## config.mk

```make
export PLATFORM = sky130hd
export DESIGN_NAME = spi_cmd_controller
export DESIGN_NICKNAME = d
export VERILOG_FILES = /design/src/rtl/spi_cmd_controller.sv
export SDC_FILE = /design/constraint.sdc
export NUM_CORES = 1
export LEC_CHECK = 0
export CAP_MARGIN = 40
export CORE_ASPECT_RATIO = 2
export CORE_UTILIZATION = 60
export DETAILED_ROUTE_END_ITERATION = 12
export PLACE_DENSITY_LB_ADDON = 0.25
export RECOVER_POWER = 50
export SLEW_MARGIN = 30
export SYNTH_ARGS = -nofsm -noshare
export SYNTH_HDL_FRONTEND = slang
export SYNTH_SLANG_ARGS = --single-unit
```

## constraint.sdc

```tcl
create_clock -name clk -period 4.25 [get_ports clk]
set_clock_uncertainty 0.1 [all_clocks]
set_input_delay 0.85 -clock clk [delete_from_list [all_inputs] [get_ports clk]]
set_output_delay 0.85 -clock clk [all_outputs]
set_load 0.02 [all_outputs]
```

## src/rtl/spi_cmd_controller.sv

```systemverilog
// -----------------------------------------------------------------------------
// spi_cmd_controller
//
// SPI controller (mode 0, MSB first) that serialises command bytes for the
// spi_client receiver. Upstream logic pushes bytes through a valid/ready
// handshake into a small byte FIFO. The controller derives cs, spi_clk and
// mosi from clk with an integer divider. Bytes that are already queued when
// the current byte finishes are chained into the same cs-low frame. The
// receiver decodes one command per byte.
//
// Parameters
//   CLK_DIV     clk cycles per spi_clk half-period (>= 2)
//   FIFO_DEPTH  byte FIFO entries (power of 2, >= 2)
//
// Ports
//   clk        in   system clock
//   rst        in   synchronous, active-high reset (flushes FIFO, aborts frame)
//   tx_data    in   byte to send
//   tx_valid   in   tx_data valid
//   tx_ready   out  FIFO can accept a byte (FIFO not full)
//   spi_clk    out  SPI clock, idle low
//   mosi       out  serial data, changes only while spi_clk is low
//   cs         out  chip select, active low
//   byte_done  out  one-cycle pulse when a byte's last spi_clk high phase ends
//   busy       out  state machine active or FIFO non-empty
// -----------------------------------------------------------------------------
module spi_cmd_controller #(
  parameter int CLK_DIV    = 4,
  parameter int FIFO_DEPTH = 4
) (
  input  logic       clk,
  input  logic       rst,
  input  logic [7:0] tx_data,
  input  logic       tx_valid,
  output logic       tx_ready,
  output logic       spi_clk,
  output logic       mosi,
  output logic       cs,
  output logic       byte_done,
  output logic       busy
);

  localparam int AW = $clog2(FIFO_DEPTH);
  localparam int DW = $clog2(CLK_DIV);

  typedef enum logic [2:0] {
    IDLE,
    SETUP,
    HIGH,
    LOW,
    HOLD,
    GAP
  } state_t;

  // ---------------------------------------------------------------------------
  // Byte FIFO. Pointers carry one extra wrap bit so full and empty can be told
  // apart without a separate occupancy counter.
  // ---------------------------------------------------------------------------
  logic [7:0]  mem [FIFO_DEPTH];
  logic [AW:0] wr_ptr_reg;
  logic [AW:0] rd_ptr_reg;
  logic        fifo_empty;
  logic        fifo_full;
  logic        push;
  logic        pop;
  logic [7:0]  head;

  assign fifo_empty = (wr_ptr_reg == rd_ptr_reg);
  assign fifo_full  = (wr_ptr_reg[AW] != rd_ptr_reg[AW]) &&
                      (wr_ptr_reg[AW-1:0] == rd_ptr_reg[AW-1:0]);
  assign push       = tx_valid && !fifo_full;
  assign head       = mem[rd_ptr_reg[AW-1:0]];

  always_ff @(posedge clk) begin
    if (push) begin
      mem[wr_ptr_reg[AW-1:0]] <= tx_data;
    end
  end

  always_ff @(posedge clk) begin
    if (rst) begin
      wr_ptr_reg <= '0;
      rd_ptr_reg <= '0;
    end else begin
      if (push) begin
        wr_ptr_reg <= wr_ptr_reg + 1'b1;
      end
      if (pop) begin
        rd_ptr_reg <= rd_ptr_reg + 1'b1;
      end
    end
  end

  // ---------------------------------------------------------------------------
  // Frame state machine
  // ---------------------------------------------------------------------------
  state_t       state_reg,     state_next;
  logic [DW-1:0] div_cnt_reg,  div_cnt_next;
  logic [2:0]   bit_cnt_reg,   bit_cnt_next;
  logic [7:0]   shreg_reg,     shreg_next;
  logic         cs_reg,        cs_next;
  logic         spi_clk_reg,   spi_clk_next;
  logic         mosi_reg,      mosi_next;
  logic         byte_done_reg, byte_done_next;
  logic         tick;

  assign tick = (div_cnt_reg == DW'(CLK_DIV - 1));

  always_ff @(posedge clk) begin
    if (rst) begin
      state_reg     <= IDLE;
      div_cnt_reg   <= '0;
      bit_cnt_reg   <= '0;
      shreg_reg     <= '0;
      cs_reg        <= 1'b1;
      spi_clk_reg   <= 1'b0;
      mosi_reg      <= 1'b0;
      byte_done_reg <= 1'b0;
    end else begin
      state_reg     <= state_next;
      div_cnt_reg   <= div_cnt_next;
      bit_cnt_reg   <= bit_cnt_next;
      shreg_reg     <= shreg_next;
      cs_reg        <= cs_next;
      spi_clk_reg   <= spi_clk_next;
      mosi_reg      <= mosi_next;
      byte_done_reg <= byte_done_next;
    end
  end

  always_comb begin
    state_next     = state_reg;
    bit_cnt_next   = bit_cnt_reg;
    shreg_next     = shreg_reg;
    cs_next        = cs_reg;
    spi_clk_next   = spi_clk_reg;
    mosi_next      = mosi_reg;
    byte_done_next = 1'b0;
    pop            = 1'b0;

    unique case (state_reg)
      IDLE: begin
        if (!fifo_empty) begin
          pop          = 1'b1;
          shreg_next   = head;
          bit_cnt_next = 3'd0;
          cs_next      = 1'b0;
          spi_clk_next = 1'b0;
          mosi_next    = head[7];
          state_next   = SETUP;
        end
      end

      SETUP: begin
        if (tick) begin
          spi_clk_next = 1'b1;
          state_next   = HIGH;
        end
      end

      HIGH: begin
        if (tick) begin
          spi_clk_next = 1'b0;
          if (bit_cnt_reg != 3'd7) begin
            // shreg[7] always holds the bit currently on the wire
            shreg_next   = {shreg_reg[6:0], 1'b0};
            mosi_next    = shreg_reg[6];
            bit_cnt_next = bit_cnt_reg + 3'd1;
            state_next   = LOW;
          end else begin
            byte_done_next = 1'b1;
            // Only bytes already in the FIFO at this tick join the frame
            if (!fifo_empty) begin
              pop          = 1'b1;
              shreg_next   = head;
              mosi_next    = head[7];
              bit_cnt_next = 3'd0;
              state_next   = LOW;
            end else begin
              state_next   = HOLD;
            end
          end
        end
      end

      LOW: begin
        if (tick) begin
          spi_clk_next = 1'b1;
          state_next   = HIGH;
        end
      end

      HOLD: begin
        if (tick) begin
          cs_next    = 1'b1;
          mosi_next  = 1'b0;
          state_next = GAP;
        end
      end

      GAP: begin
        // cs stays high for at least CLK_DIV cycles between frames
        if (tick) begin
          state_next = IDLE;
        end
      end

      default: begin
        state_next = IDLE;
      end
    endcase

    // Divider restarts on every state change and stays parked while idle
    if ((state_next != state_reg) || (state_reg == IDLE)) begin
      div_cnt_next = '0;
    end else begin
      div_cnt_next = div_cnt_reg + DW'(1);
    end
  end

  assign tx_ready  = !fifo_full;
  assign cs        = cs_reg;
  assign spi_clk   = spi_clk_reg;
  assign mosi      = mosi_reg;
  assign byte_done = byte_done_reg;
  assign busy      = (state_reg != IDLE) || !fifo_empty;

endmodule

```

Word level (Yosys, flattened, before mapping)
Memory sizes are Yosys's and may differ from the RTL's. A register that Yosys moved wholly into a read port is not among the register bits.
Index checks and enable logic that the tools add are counted.
Widths: inputs -> output; s select.

storage, ports and cells
  input port bits = 11
  output and inout port bits = 6
  register bits = 26
  memories kept = 1
  memory bits (writable) = 32
  logic and storage cells = 85

operators by class
  equality and inequality tests = 15
  reduce and logical (&&, ||, !) cells = 19
  multiplexer cells = 34
  $add $sub $neg = 4
  bitwise gates (word level) = 2

memory list
  memory  words  bits a word  read ports  clocked after memory_dff  write ports  line  text
  mem     4      8            1           1                         1            59    logic [7:0] mem [FIFO_DEPTH];

operators by type and width
  cell                 number
  $mux 3               10
  $mux 8               3
  $pmux 8 s2           1
  $pmux 3 s5           1
  $mux 1               12
  $add 3x1->3 const B  3
  $reduce_bool 3->1    3
  $eq 3x2->1 const B   2
  $eq 3x3->1 const B   2
  $ne 2x2->1 const B   3
  $pmux 1 s3           2
  $pmux 3 s2           1
  $reduce_and 3->1     2
  $mux 2               2
  $pmux 1 s2           2
  $reduce_and 4->1     1
  $reduce_bool 2->1    2
  $reduce_or 2->1      2
  $eq 3x1->1 const B   1
  $eq 3x3->1           1
  $logic_not 3->1      1
  $ne 3x3->1           1
  $ne 3x3->1 const B   1
  $reduce_or 3->1      1
  other kinds (10)     14

Logic depth before layout (Yosys ltp)
Gate-level depths: netlist (run 1).

  word-level depth = 8
  depth in mapped cells = 7
  depth with buffers taken out = 6

Worst setup path after synthesis (run 1)
No wires, ideal clock.

  kind = reg2out
  start point = register rd_ptr_reg[2]
  end point = output port busy
  slack = 2.188 ns
  path buffers = 0
  required time = 3.300 ns
  stages on the path, launching flop included = 4
  arrival = 1.112 ns
  cells stage by stage = dfxtp_1 > xor2_2 > nor3_2 > nand2_1

between the ends
  longest elaborated chain between the ends = 3

ends and longest elaborated chain
  element                   line  text
  start: declaration        61    logic [AW:0] rd_ptr_reg;
  start signal: assignment  89    rd_ptr_reg <= rd_ptr_reg + 1'b1;
  $eq 3x3->1                68    assign fifo_empty = (wr_ptr_reg == rd_ptr_reg);
  $logic_not 1->1           226   assign busy = (state_reg != IDLE) || !fifo_empty;
  $logic_or 1x1->1          226
  end: declaration          40    output logic busy

No other way between the ends.

Worst setup path in the final report (run 1)
  start point = register wr_ptr_reg[1]
  end point = output port busy

between the ends
  longest elaborated chain between the ends = 3

ends and longest elaborated chain
  element                   line  text
  start: declaration        60    logic [AW:0] wr_ptr_reg;
  start signal: assignment  86    wr_ptr_reg <= wr_ptr_reg + 1'b1;
  $eq 3x3->1                68
  $logic_not 1->1           226
  $logic_or 1x1->1          226

No other way between the ends.

==> results.yml, run 1 <==
clock_network:
  cts_buffers: 9
  clockRootBuffer: "clkbuf_8"
  cts_setup_buffers: 0
  clock_latency_ns: 0.33
  hold_buffers: 0
  htree_levels: 3
  clkTransAtPathRegs_ns: 0.06
  clk_path_buf_depth: 2
  cts.sinks: 59
  cts_tree: "yes"
  cts_resized: 0
synth:
  synth_area_per_cell_um2: 13.4
  synth.ff_latch_count: 59
  synth_most_common_cell: "edfxtp_1"
  yosys-top-cells-area: "edfxtp_1 (37%), dfxtp_1 (21%), mux4_2 (6.9%)"
  syn_inst: 194
  synthMuxAreaShare: 0.0809
  yosysSeqAreaShare: 0.578
  syn_area_um2: 2600
  synth_fp_nets: 213
  synth_commonest_cells: "edfxtp_1 (32), dfxtp_1 (27), nor2_1 (13)"
  synth_top_family_by_area: "compound AO/OA/AOI/OAI gates"
  ys_warn_count: 0
  synthAdderAreaFrac: 0.0424
  synth_cell_type_count: 45
  synth-async-reset-ratio: 0
  synthFlopType: "edfxtp_1"
  synth-simple-area-share: 0.104
  synth-xor-area-share: 0.0289
  synth_top_cell_area_share: 0.370
  yosysTopAreaCell: "edfxtp_1"
  synth_edf_count: 32
  synth_compound_area_frac: 0.119
sta:
  post-route-min-period_ns: 2.98
  rsz0062_at_grt: "false"
  setup_slack_ns: 1.27
  fmax_mhz: 336
  slew_viol_final: 0
  slew_headroom: 0.465
  holdWs_ns: 0.333
  hold_viol: 0
  tns_ns: 0
  post-route-period-util: 0.701
  worstMarginPinSlew_ns: 0.795
  setup_viol: 0
setup_path:
  path_max_fanout: 7
  crit_arrival_ns: 2.03
  cpPeakStageDelay_ns: 0.55
  crit_type: "reg2out"
  crit_chain: "xor2_2, nor3_2, nand2_1, clkdlybuf4s50_1"
  critPathSlowestCell: "clkdlybuf4s50_1"
  critPathCaptureType: "output port"
  crit_required_ns: 3.30
  critPathLaunchType: "flop"
power_and_ir_drop:
  leakagePower_nw: 1.06
  p_per_area_nw_per_um2: 575
  max-vdd-ir-drop_mv: 0.469
place:
  dpl_cell_area_um2: 2750
  dpl.hpwl_um: 3430
  gp_congestion: 0.845
  pre_cts_ws_ns: 1.55
  placement.io_buffers: 16
min_path:
  worstHoldPathType: "reg2reg"
floorplanning:
  dieArea_um2: 4610
  coreArea_um2: 4130
  num_rows: 33
  die_h_um: 95.1
  start_util: 0.629
  die_w_um: 48.5
  ios: 17
cells_and_area:
  drive_gt1_frac: 0.197
  fill_cells: 294
  antennaDiodeCount: 0
  largest_reg_flops: 32
  syn_to_final_growth_pct: 13.2
  nNetsFinal: 232
  stdcell_area_um2: 2940
route:
  detail_route.wl_per_cell_um: 18.1
  num_vias: 1614
  viasPerCell: 5.98
  drtAntennaViolNets: 0
  dr.first_iter.drc_count: 43
  dr.pass1.iters: 6
  drt-total-wl_um: 4880
  drc_errors: 0
global_routing:
  gr-usage-all-layers: 0.239
  overflow: 0
  antenna_found_initial: 0
  grt_max_degree: 22
  grt_first_pass_wirelength_um: 7800
  grt_pass1_vias: 1739
job:
  cap_violations: 0
outcome:
  outcome: "finished, final reports clean"
metal layers:
layer  vias up  global-route usage  share of wire
li1        755                   -              -
met1       803               0.212           0.35
met2        44               0.464           0.59
met3        12              0.0558          0.032
met4         0               0.159          0.032
met5         -                   0              0
critical path: cells and delay by family, from the launching register on:
family | cells | cell delay, ns
flip-flops | 1 | 0.44
XOR/XNOR | 1 | 0.15
buffers and inverters | 1 | 0.55
AND/OR/NAND/NOR | 2 | 0.55
layout by cell type (no fill, tap or decap), types with 2 or more instances in the layout:
cell | netlist | layout
clkbuf_8 | 0 | 9
dlygate4sd3_1 | 0 | 9
or3_1 | 2 | 2
mux2i_1 | 3 | 3
nor4_1 | 1 | 2
a2111oi_2 | 4 | 3
ha_1 | 8 | 8
and2_1 | 5 | 5
o21ai_0 | 6 | 6
a31oi_1 | 2 | 2
clkdlybuf4s50_1 | 0 | 7
edfxtp_1 | 32 | 32
clkbuf_1 | 3 | 2
xnor2_1 | 2 | 2
o221a_2 | 3 | 3
nor4b_1 | 2 | 2
dfxtp_1 | 27 | 27
nor2b_1 | 3 | 3
nand2_1 | 9 | 9
nor3_1 | 2 | 2
mux4_2 | 8 | 8
nor2_2 | 3 | 3
inv_1 | 11 | 11
o31ai_1 | 2 | 2
xor2_2 | 3 | 3
a21oi_1 | 12 | 12
nor2_1 | 13 | 13
a21bo_2 | 2 | 2
clkinv_2 | 0 | 4
a211oi_1 | 2 | 2
a21o_1 | 2 | 2
layout make-up:
| cell class | instances | area [µm²] | share of cell area |
|---|---|---|---|
| tap | 52 | 65.1 | 0.0221 |
| clock buffer | 11 | 153 | 0.0519 |
| sequential | 59 | 1500 | 0.510 |
| multi-input combinational | 114 | 961 | 0.327 |
| timing repair buffer | 18 | 171 | 0.0582 |
| inverter | 11 | 41.3 | 0.0140 |
| clock inverter | 5 | 50.0 | 0.0170 |
per-stage QoR:
stage	std cells	total power [W]	utilization
finish	270	0.00169	0.713
global route	270	0.00176	0.713
CTS	269	0.00171	0.715
detailed placement	253	0.00119	0.666
global placement	252	0.00117	0.664
floorplan	194	0.00109	-
report_power, final:
group	switching [W]	internal, W	total (W)
Combinational	0.000222	0.000203	0.000425
Sequential	0.0000744	0.000676	0.000750
Clock	0.000214	0.000302	0.000516
final timing paths:
path              cells after the start              to      startpoint  slack, ns
hold / removal                        1  div_cnt_reg[0]  div_cnt_reg[0]       0.33
setup / recovery                      4            busy   wr_ptr_reg[1]       1.27
hold reg to reg                       1  div_cnt_reg[0]  div_cnt_reg[0]       0.33
setup reg to reg                      6    shreg_reg[4]  bit_cnt_reg[0]       1.89
logic make-up (layout without fill, tap and decap cells):
| family | count (synthesis) | after routing |
|---|---|---|
| compound gates | 40 | 40 |
| xor+xnor | 6 | 6 |
| simple gates | 48 | 48 |
| buf+inv | 21 | 45 |
| fa+ha+maj | 9 | 9 |
| flops | 59 | 59 |
| mux | 11 | 11 |
(Power assumes the default switching activity.)
==> run 2: changes to the inputs <==
--- a/config.mk
+++ b/config.mk
@@ -7,7 +7,7 @@
 export LEC_CHECK = 0
 export CAP_MARGIN = 40
 export CORE_ASPECT_RATIO = 2
-export CORE_UTILIZATION = 60
+export CORE_UTILIZATION = 52
 export DETAILED_ROUTE_END_ITERATION = 12
 export PLACE_DENSITY_LB_ADDON = 0.25
 export RECOVER_POWER = 50
==> constraint.sdc (replaced) <==
create_clock -name clk -period 2.5 [get_ports clk]
set_clock_uncertainty 0.1 [all_clocks]
set_input_delay 0.5 -clock clk [delete_from_list [all_inputs] [get_ports clk]]
set_output_delay 0.5 -clock clk [all_outputs]
set_load 0.02 [all_outputs]
==> run 2 against run 1 <==
Flip-flop and latch count stayed put. Power grew 85%. Worst setup slack lost 1.2 ns. Critical path depth fell by 1. Sequential share of layout area is 2.2 points lower. Register-to-register slack got worse by 1.5 ns. Cell count grew 3.7%. Non-clock buffer count up 5. Via count up 0.62%. Wire length rose by 3.0%. Cell area is 5.0% higher. First-iteration DRC count is 12% lower.
==> results.yml, run 2 (synthesis results as in run 1) <==
outcome:
  outcome: "finished, final reports clean"
setup_path:
  cpPeakStageDelay_ns: 0.55
  critPathLaunchType: "flop"
  crit_required_ns: 1.90
  startpoint: "rd_ptr_reg[1]"
  path_max_fanout: 5
  crit_type: "reg2out"
  crit_chain: "xor2_4, or3_1, clkdlybuf4s50_1"
  crit_arrival_ns: 1.83
  critPathSlowestCell: "clkdlybuf4s50_1"
  r2r_start: "div_cnt_reg[0]"
  regToRegSetupSlack_ns: 0.39
  critPathCaptureType: "output port"
place:
  dpl_cell_area_um2: 2800
  dpl.hpwl_um: 3580
  placement.io_buffers: 16
  gp_congestion: 0.797
  dp_cells: 264
floorplanning:
  num_rows: 36
  die_h_um: 102
  dieArea_um2: 5300
  start_util: 0.539
  coreArea_um2: 4820
  ios: 17
  die_w_um: 52.0
clock_network:
  cts_buffers: 9
  htree_levels: 3
  clk_path_buf_depth: 2
  hold_buffers: 0
  clkTransAtPathRegs_ns: 0.07
  cts_tree: "yes"
  clockRootBuffer: "clkbuf_8"
  cts.sinks: 59
  clock_latency_ns: 0.34
cells_and_area:
  nNetsFinal: 237
  drive_gt1_frac: 0.247
  largest_reg_flops: 32
  regArea_um2: 1510
  final_cell_mix: "edfxtp_1 (32), dfxtp_1 (21), nor2_1 (13), a21oi_1 (12), inv_1 (11)"
  syn_to_final_growth_pct: 18.9
  finalNonFillerCells: 280
  stdcell_area_um2: 3090
  final_common_cell: "edfxtp_1"
  multiInputGateArea_um2: 1020
  fill_cells: 359
  antennaDiodeCount: 0
global_routing:
  gr-usage-all-layers: 0.215
  grt_max_degree: 20
  overflow: 0
  grt_first_pass_wirelength_um: 7820
  antenna_found_initial: 0
  grt_pass1_vias: 1711
route:
  drc_errors: 0
  drt-total-wl_um: 5020
  viasPerCell: 5.80
  dr.pass1.iters: 4
  num_vias: 1624
  drtAntennaViolNets: 0
  detail_route.wl_per_cell_um: 17.9
  dr.first_iter.drc_count: 38
min_path:
  min_from: "div_cnt_reg[0]"
  worstHoldPathType: "reg2reg"
sta:
  tns_ns: 0
  worstMarginPinSlew_ns: 0.627
  setup_viol: 0
  holdWs_ns: 0.338
  slew_viol_final: 0
  post-route-min-period_ns: 2.43
  post-route-period-util: 0.970
  hold_viol: 0
  fmax_mhz: 412
  slew_headroom: 0.581
job:
  cap_violations: 0
power_and_ir_drop:
  max-vdd-ir-drop_mv: 0.907
  power.total_w: 0.00312
  p_per_area_nw_per_um2: 1010
  leakagePower_nw: 1.11
[run 2: metrics by stage]
| stage | worst slack [ns] | utilization |
|---|---|---|
| 3_5_place_dp | 0.369 | 0.581 |
| 2_1_floorplan | 0.752 | - |
| 3_3_place_gp | 0.413 | 0.581 |
| 4_1_cts | 0.00332 | 0.631 |
| 6_report | 0.0740 | 0.641 |
| 5_1_grt | -0.00134 | 0.641 |
[run 2: worst max-delay path: cells and delay by family (launching register included)]
family / cells / cell delay (ns)
simple gates: 1 / 0.35
flops: 1 / 0.37
xor+xnor: 1 / 0.22
buf+inv: 1 / 0.55
[run 2: worst paths after layout]
path	to	depth (start not counted)
max reg2reg	shreg_reg[2]	6
min	div_cnt_reg[0]	1
max	tx_ready	3
min reg2reg	div_cnt_reg[0]	1
[run 2: repair_timing]
item | CTS | global route
setup endpoints to repair | 1 | 2
pin swaps | 1 | 2
buffers inserted | 0 | 0
resized for setup | 1 | 9
[run 2: power breakdown]
group	leakage (nW)	internal (W)	switching, W
registers	0.517	0.00115	0.000116
clock network	0.119	0.000659	0.000388
logic	0.471	0.000389	0.000417
total	1.11	0.00220	0.000921
[run 2: cell type report]
cell class | count | share of cell area
flip-flops and latches | 59 | 0.488
multi-input cells | 114 | 0.331
repair buffers | 23 | 0.0664
clock buffers | 9 | 0.0401
clock inverters | 7 | 0.0377
well taps | 57 | 0.0231
inverters | 11 | 0.0134
[run 2: routing by layer]
layer	vias up	track usage	routed length, µm
li1	769	-	-
met1	810	0.192	1730
met2	34	0.399	2980
met3	11	0.0565	187
met4	0	0.141	123
met5	-	0	0
==> run 3: changes to the inputs <==
--- a/config.mk
+++ b/config.mk
@@ -8,9 +8,11 @@
 export CAP_MARGIN = 40
 export CORE_ASPECT_RATIO = 2
 export CORE_UTILIZATION = 52
+export CTS_CLUSTER_SIZE = 24
 export DETAILED_ROUTE_END_ITERATION = 12
 export PLACE_DENSITY_LB_ADDON = 0.25
 export RECOVER_POWER = 50
+export SETUP_SLACK_MARGIN = 0.1
 export SLEW_MARGIN = 30
 export SYNTH_ARGS = -nofsm -noshare
 export SYNTH_HDL_FRONTEND = slang
==> run 3 against run 2 <==
Global-route usage unchanged. Non-clock buffer count unchanged. Power is 2.4% lower. Highest routed layer unchanged. Cell area decreased by 2.1%. Critical path type unchanged. Sequential power about the same. Utilization shrank 1.3 points. Largest cell class unchanged. First-iteration DRC count down 32%. Register-to-register slack got worse by 0.09 ns. Wire length fell by 1.9%. Die area unchanged. Clock-buffer cell count did not move.
==> results.yml, run 3 (synthesis results as in run 1) <==
sta:
  post-route-min-period_ns: 2.24
  fmax_mhz: 447
  holdWs_ns: 0.339
  setup_viol: 0
  slew_viol_final: 0
  hold_viol: 0
  slew_headroom: 0.368
  worstMarginPinSlew_ns: 0.946
  setup_slack_ns: 0.262
  rsz0062_at_grt: "false"
  tns_ns: 0
  post-route-period-util: 0.895
clock_network:
  clockRootBuffer: "clkbuf_8"
  clk_path_buf_depth: 2
  clock_latency_ns: 0.33
  cts_tree: "yes"
  cts.sinks: 59
  cts_setup_buffers: 0
  clkTransAtPathRegs_ns: 0.07
  cts_buffers: 9
  htree_levels: 3
global_routing:
  grt_first_pass_wirelength_um: 7820
  gr-usage-all-layers: 0.215
  antenna_found_initial: 0
  grt_max_degree: 20
  overflow: 0
  grt_pass1_vias: 1709
route:
  viasPerCell: 5.83
  detail_route.wl_per_cell_um: 17.6
  drtAntennaViolNets: 0
  num_vias: 1632
  dr.first_iter.drc_count: 26
  dr.pass1.iters: 4
  drc_errors: 0
  drt-total-wl_um: 4930
cells_and_area:
  nNetsFinal: 237
  antennaDiodeCount: 0
  final_common_cell: "edfxtp_1"
  largest_reg_flops: 32
  fill_cells: 379
  drive_gt1_frac: 0.224
  multiInputGateArea_um2: 966
  regArea_um2: 1500
  final_cell_mix: "edfxtp_1 (32), dfxtp_1 (25), nor2_1 (13), a21oi_1 (12), inv_1 (11)"
  syn_to_final_growth_pct: 16.4
power_and_ir_drop:
  max-vdd-ir-drop_mv: 0.909
  p_per_area_nw_per_um2: 1010
  leakagePower_nw: 1.10
  power.total_w: 0.00305
setup_path:
  crit_arrival_ns: 1.64
  crit_family: "flip-flops"
  path_buf_inv: 1
  critPathSlowestCell: "dfxtp_1"
  crit_required_ns: 1.90
  critPathLaunchType: "flop"
  crit_chain: "xor2_1, nor3_2, nand2_1, dlygate4sd2_1"
  cpPeakStageDelay_ns: 0.40
  path_max_fanout: 4
  crit_type: "reg2out"
  critPathCaptureType: "output port"
place:
  dpl.hpwl_um: 3580
  placement.io_buffers: 16
  pre_cts_ws_ns: 0.369
  gp_congestion: 0.797
min_path:
  worstHoldPathType: "reg2reg"
outcome:
  outcome: "finished, final reports clean"
floorplanning:
  dieArea_um2: 5300
  coreArea_um2: 4820
  die_h_um: 102
  start_util: 0.539
  die_w_um: 52.0
  num_rows: 36
  ios: 17
job:
  cap_violations: 0
## run 3: cell count changes in the layout (fill, tap and decap cells not counted), sizes merged
| cell | previous run | this run |
|---|---|---|
| dlygate4sd2 | 0 | 2 |
| clkdlybuf4s50 | 8 | 5 |
| dlygate4sd3 | 8 | 9 |
## run 3: layout make-up
class / instances / share of cell area
Sequential cell: 59 / 0.497
Multi-Input combinational cell: 114 / 0.319
Timing Repair Buffer: 23 / 0.0670
Clock buffer: 9 / 0.0409
Clock inverter: 7 / 0.0385
Tap cell: 57 / 0.0236
Inverter: 11 / 0.0136
## run 3: worst paths after layout
kind,startpoint,endpoint,cells past startpoint,slack (ns)
max,rd_ptr_reg[2],busy,4,0.26
min,div_cnt_reg[0],div_cnt_reg[0],1,0.34
max reg2reg,div_cnt_reg[0],shreg_reg[2],6,0.30
min reg2reg,div_cnt_reg[0],div_cnt_reg[0],1,0.34
## run 3: where the power goes
| group | internal, W | switching [W] | total, W | leakage (nW) |
|---|---|---|---|---|
| logic | 0.000352 | 0.000399 | 0.000751 | 0.464 |
| registers | 0.00115 | 0.000105 | 0.00125 | 0.516 |
| clock network | 0.000659 | 0.000382 | 0.00104 | 0.119 |
| total | 0.00216 | 0.000886 | 0.00305 | 1.10 |
## run 3: what timing repair did
item	4_1_cts	5_1_grt
endpoints found under the setup margin	2	0
resized for setup	4	0
hold buffers	0	0
## run 3: stage by stage
stage,utilization,cell area [µm²],cells
after detailed placement,0.581,2800,264
final,0.628,3030,280
after global placement,0.581,2800,264
after global routing,0.628,3030,280
after CTS,0.631,3040,280
after floorplan,-,2600,194
## run 3: worst register-to-register path: stages, from the launching register on
cell	delay (ns)
dfxtp_1	0.34
ha_1	0.24
clkbuf_1	0.43
and4bb_1	0.34
and2_0	0.35
a21oi_1	0.15
o221a_2	0.14
## run 3: routing by layer
layer	vias to the layer above	wire length, µm	track usage
met4	0	147	0.141
met3	11	149	0.0565
met1	819	1690	0.192
met5	-	0	0
li1	765	-	-
met2	37	2940	0.399
